==> config.mk <==
export PLATFORM = sky130hd
export DESIGN_NAME = gpio_port_ctrl
export DESIGN_NICKNAME = d
export VERILOG_FILES = /design/src/rtl/gpio_port_ctrl.sv
export SDC_FILE = /design/constraint.sdc
export NUM_CORES = 1
export LEC_CHECK = 0
export CAP_MARGIN = 5
export CORE_UTILIZATION = 25
export CTS_BUF_LIST = sky130_fd_sc_hd__clkbuf_16
export DETAILED_ROUTE_END_ITERATION = 6
export GPL_TIMING_DRIVEN = 0
export HOLD_SLACK_MARGIN = 0.05
export SLEW_MARGIN = 15
export SYNTH_ARGS = -nofsm -noshare
export SYNTH_HDL_FRONTEND = slang
export SYNTH_SLANG_ARGS = --single-unit
==> constraint.sdc <==
create_clock -name clk -period 4.9 [get_ports clk]
set_clock_uncertainty 0.1 [all_clocks]
set_input_delay 0.98 -clock clk [delete_from_list [all_inputs] [get_ports clk]]
set_output_delay 0.98 -clock clk [all_outputs]
set_load 0.005 [all_outputs]
==> src/rtl/gpio_port_ctrl.sv <==
// rtl/gpio_port_ctrl.sv - parametrised GPIO port with edge/level IRQs; optional debounce via GPIO_DEBOUNCE_EN
module gpio_port_ctrl #(
    parameter int WIDTH      = 8,
    parameter int DEB_CYCLES = 16
) (
    input  logic             clk,
    input  logic             rst,
    input  logic             sel_i,
    input  logic             we_i,
    input  logic [4:0]       addr_i,
    input  logic [31:0]      wdata_i,
    output logic [31:0]      rdata_o,
    output logic             ack_o,
    input  logic [WIDTH-1:0] gpio_in_i,
    output logic [WIDTH-1:0] gpio_out_o,
    output logic [WIDTH-1:0] gpio_oe_o,
    output logic             irq_o
);

    localparam logic [2:0] REG_DIR    = 3'd0;
    localparam logic [2:0] REG_OUT    = 3'd1;
    localparam logic [2:0] REG_IN     = 3'd2;
    localparam logic [2:0] REG_EN     = 3'd3;
    localparam logic [2:0] REG_MODE   = 3'd4;
    localparam logic [2:0] REG_POL    = 3'd5;
    localparam logic [2:0] REG_STATUS = 3'd6;
    localparam logic [2:0] REG_TGL    = 3'd7;

    logic [WIDTH-1:0] dir_q, dir_d;
    logic [WIDTH-1:0] out_q, out_d;
    logic [WIDTH-1:0] en_q, en_d;
    logic [WIDTH-1:0] mode_q, mode_d;
    logic [WIDTH-1:0] pol_q, pol_d;
    logic [WIDTH-1:0] status_q, status_d;
    logic [WIDTH-1:0] sync1_q, sync1_d;
    logic [WIDTH-1:0] sync2_q, sync2_d;
    logic [WIDTH-1:0] prev_q, prev_d;
    logic [31:0]      rdata_q, rdata_d;
    logic             ack_q, ack_d;
    logic             irq_q, irq_d;

    logic [WIDTH-1:0] in_val;
    logic [WIDTH-1:0] w1c;
    logic [WIDTH-1:0] wbits;
    logic [WIDTH-1:0] rise, fall, edge_evt, level_evt, evt;
    logic [2:0]       reg_idx;

    // Only bits [4:2] decode a register and only the low WIDTH data bits land anywhere.
    logic unused_bits;
    assign unused_bits = ^{addr_i[1:0], wdata_i};

    assign reg_idx = addr_i[4:2];
    assign wbits   = wdata_i[WIDTH-1:0];

`ifdef GPIO_DEBOUNCE_EN
    localparam int CW = $clog2(DEB_CYCLES + 1);

    logic [WIDTH-1:0][CW-1:0] cnt_q, cnt_d;
    logic [WIDTH-1:0]         deb_q, deb_d;

    // Per-pin stability counter: IN follows sync2 only after DEB_CYCLES consecutive differing cycles.
    always_comb begin
        deb_d = deb_q;
        cnt_d = '0;
        for (int i = 0; i < WIDTH; i++) begin
            if (sync2_q[i] != deb_q[i]) begin
                if (cnt_q[i] >= CW'(DEB_CYCLES - 1)) begin
                    deb_d[i] = sync2_q[i];
                    cnt_d[i] = '0;
                end else begin
                    cnt_d[i] = cnt_q[i] + 1'b1;
                end
            end
        end
    end

    // Debounce state registers.
    always_ff @(posedge clk) begin
        if (rst) begin
            cnt_q <= '0;
            deb_q <= '0;
        end else begin
            cnt_q <= cnt_d;
            deb_q <= deb_d;
        end
    end

    assign in_val = deb_q;
`else
    assign in_val = sync2_q;
`endif

    // Bus decode: register writes, W1C mask and registered read data.
    always_comb begin
        dir_d   = dir_q;
        out_d   = out_q;
        en_d    = en_q;
        mode_d  = mode_q;
        pol_d   = pol_q;
        w1c     = '0;
        rdata_d = '0;
        ack_d   = sel_i;
        if (sel_i && we_i) begin
            case (reg_idx)
                REG_DIR:    dir_d  = wbits;
                REG_OUT:    out_d  = wbits;
                REG_EN:     en_d   = wbits;
                REG_MODE:   mode_d = wbits;
                REG_POL:    pol_d  = wbits;
                REG_STATUS: w1c    = wbits;
                REG_TGL:    out_d  = out_q ^ wbits;
                default:    ;
            endcase
        end
        if (sel_i && !we_i) begin
            case (reg_idx)
                REG_DIR:    rdata_d = 32'(dir_q);
                REG_OUT:    rdata_d = 32'(out_q);
                REG_IN:     rdata_d = 32'(in_val);
                REG_EN:     rdata_d = 32'(en_q);
                REG_MODE:   rdata_d = 32'(mode_q);
                REG_POL:    rdata_d = 32'(pol_q);
                REG_STATUS: rdata_d = 32'(status_q);
                default:    rdata_d = '0;
            endcase
        end
    end

    // Input synchroniser, event detection and sticky status where a new event beats a W1C.
    always_comb begin
        sync1_d   = gpio_in_i;
        sync2_d   = sync1_q;
        prev_d    = in_val;
        rise      = in_val & ~prev_q;
        fall      = ~in_val & prev_q;
        edge_evt  = (rise & ~pol_q) | (fall & pol_q);
        level_evt = in_val ^ pol_q;
        evt       = (mode_q & level_evt) | (~mode_q & edge_evt);
        status_d  = (status_q & ~w1c) | evt;
        irq_d     = |(status_q & en_q);
    end

    // State registers.
    always_ff @(posedge clk) begin
        if (rst) begin
            dir_q    <= '1;
            out_q    <= '0;
            en_q     <= '0;
            mode_q   <= '0;
            pol_q    <= '0;
            status_q <= '0;
            sync1_q  <= '0;
            sync2_q  <= '0;
            prev_q   <= '0;
            rdata_q  <= '0;
            ack_q    <= 1'b0;
            irq_q    <= 1'b0;
        end else begin
            dir_q    <= dir_d;
            out_q    <= out_d;
            en_q     <= en_d;
            mode_q   <= mode_d;
            pol_q    <= pol_d;
            status_q <= status_d;
            sync1_q  <= sync1_d;
            sync2_q  <= sync2_d;
            prev_q   <= prev_d;
            rdata_q  <= rdata_d;
            ack_q    <= ack_d;
            irq_q    <= irq_d;
        end
    end

    assign gpio_out_o = out_q;
    assign gpio_oe_o  = ~dir_q;
    assign rdata_o    = rdata_q;
    assign ack_o      = ack_q;
    assign irq_o      = irq_q;

endmodule

==> results by group <==
Global route
  • Largest net degree at the start of global routing: 13
  • Global-route wire length before repair: 16.7 mm
  • Vias in the first global route: 3032
  • GRT Util Overall: 0.142
  • Number of antenna violations at the first check in global routing: 0
  • Total grt overflow: 0

Critical path
  • CP required: 5.03 ns
  • R2R setup slack: 3.59 ns
  • Worst EP arrival: 3.02 ns
  • Crit path from: addr_i[4]
  • Startpoint types: input pin
  • CP max FO: 10
  • Crit. End Element: flip-flop
  • FF-to-FF Start: pol_q[3]
  • Critical path class: input pin to flip-flop

CTS
  • CTS-repair resized insts: 0
  • Cts hold-fix bufs: 0
  • Clk_lat worst skew: 0.34 ns
  • Num CTS Buffers: 9
  • Clock buffer depth: 2
  • Post-CTS Setup Bufs: 0
  • Clk slew on worst S/H paths: 0.06 ns
  • CTS tree: done
  • CTS Root Buffer Type: clkbuf_16
  • Sink Count: 82
  • H-tree levels: 3

Drt
  • Via density: 4.66
  • Residual DRC: 0
  • Vias: 3173
  • WL met2: 5.01 mm
  • Detailed Route Iter0 Violations: 176
  • M1 WL: 4.81 mm
  • Total wire length: 10.8 mm
  • Met3 WL: 729 um
  • DRT Pass-1 Iters: 5
  • Antenna Nets Post-Route: 0
  • Max layer used: met4
  • Routed length per placed instance: 15.9 um

Floorplan
  • I/O pins: 99
  • Initial Util: 0.257
  • Die height: 124 um
  • Core Rows: 44
  • Die Area: 15400 um2
  • Die width: 124 um
  • CORE AREA: 14500 um2

Yosys
  • Count of flip-flops with a built-in enable after synthesis: 0
  • Yosys warning count: 0
  • Most instantiated cells after synthesis: dfxtp_1 (82), nor2_1 (62), mux2i_1 (33), nor2b_1 (32), buf_4 (29)
  • Top post-synthesis cells by area: dfxtp_1 (44%), mux2i_1 (8.8%), nor2_1 (6.2%), buf_4 (5.8%), nor2b_1 (5.4%)
  • Synth Flop Type: dfxtp_1
  • Post-synth top area share: 0.439
  • Yosys cell types: 42
  • Leading area contributor after synthesis: dfxtp_1
  • Sequential fraction of the synthesis area: 0.439
  • Count leader, synth: dfxtp_1
  • Synth async-reset ratio: 0
  • Cell count after synthesis: 413
  • Mean Syn Cell Area: 9.05 um2
  • Mapped Area: 3740 um2
  • Synth Register Bits: 82

Placed design
  • Final HPWL DP: 7.60 mm
  • Post-Place Cell Area: 4510 um2
  • I/O Buffers: 46
  • GPL Wtd Cong: 0.872

Timing
  • Slew Limit Fails: 0
  • Fin crit share: 0.589
  • # setup viols final: 0
  • Max Clock Freq: 347 MHz
  • RSZ-0062 raised after global routing: false
  • Rel. slew slack: 0.468
  • Worst-Margin Slew: 0.795 ns
  • Final Critical Period: 2.88 ns
  • Setup_tns: 0 ns
  • Final Hold Viols: 0

Power
  • Power Dens Cells: 313 nW/um2
  • Peak supply drop: 0.158 mV
  • P_leak: 1.91 nW

Final layout
  • Ant. Diodes: 0
  • Area Overhead vs Synth: 28.2%
  • Final instance area: 4790 um2
  • Layout cell share with drive strength beyond 1: 0.111
  • Fillcell total: 1536
  • Fin nets: 542

Hold path
  • HP Start: sync1_q[1]
  • HP Class: flip-flop to flip-flop

Run
  • Max cap viols: 0

Status
  • Outcome: completed
[cells by family after synthesis]
kind of cell,share of synthesized area
flops,0.439
other cells,0.00100
compound gates,0.141
buf+inv,0.101
simple gates,0.200
xor+xnor,0.00234
mux,0.115
[worst max-delay path, stage by stage]
cell and delay (ns):
clkdlybuf4s50_1 0.55, buf_4 0.26, nand3_1 0.33, nand3b_1 0.49, a31oi_1 0.40
[registers in the layout (all words and copies together), names as in the netlist]
signal,flops
mode_q,8
irq_o,1
prev_q,8
dir_q,8
sync1_q,8
en_q,8
status_q,8
rdata_o,8
gpio_out_o,8
ack_o,1
in_val,8
pol_q,8
[power by group]
part / internal (mW) / leakage (nW) / switching [mW]
Clock: 0.384 / 0.139 / 0.255
Sequential: 0.687 / 0.668 / 0.0147
Combinational: 0.0737 / 1.10 / 0.0857
[metal layers]
metal  global-route usage  up-vias
li1                     -     1535
met1                0.182     1498
met2                0.227      121
met3               0.0318       19
met4               0.0645        0
met5                    0        -
[metrics by stage]
step           worst slack (ns)   util  hold WS (ns)  cells  total power [mW]
6_report                   2.02  0.330         0.335    681              1.50
5_1_grt                    1.99  0.330         0.353    681              1.56
4_1_cts                    2.06  0.330         0.334    681              1.51
3_5_place_dp               1.71  0.311         0.320    666             0.874
3_3_place_gp               1.73  0.311         0.317    666             0.871
2_1_floorplan              2.65      -         0.314    436             0.806
[cells in the final DEF, fill, tap and decap left out, drive strengths merged, types with 7 or more instances in the layout]
cell / netlist / routed
nor2b: 33 / 33
nand3b: 7 / 7
o21ai: 19 / 19
mux2i: 33 / 33
dfxtp: 82 / 82
nand2b: 9 / 9
inv: 22 / 23
clkdlybuf4s50: 0 / 46
conb: 1 / 24
a21oi: 11 / 11
o31ai: 8 / 8
nor2: 62 / 62
a31oi: 11 / 11
nand2: 13 / 13
nor3: 13 / 13
buf: 36 / 36
a211o: 10 / 10
clkbuf: 9 / 18
[final timing paths]
kind | endpoint | cells past startpoint
worst max-delay path | rdata_o[5] | 5
worst max register to register | rdata_o[3] | 4
worst min register to register | in_val[1] | 1
worst min-delay path | in_val[1] | 1
[area by class of cell]
| type | count | area (um2) | share of cell area |
|---|---|---|---|
| multi-input cells | 287 | 1800 | 0.376 |
| flip-flops and latches | 82 | 1640 | 0.343 |
| repair buffers | 46 | 460 | 0.0961 |
| plain buffers | 45 | 297 | 0.0619 |
| well taps | 184 | 230 | 0.0481 |
| clock buffers | 9 | 225 | 0.0470 |
| inverters | 22 | 82.6 | 0.0172 |
| clock inverters | 6 | 50.0 | 0.0104 |
(Power assumes the default switching activity.)
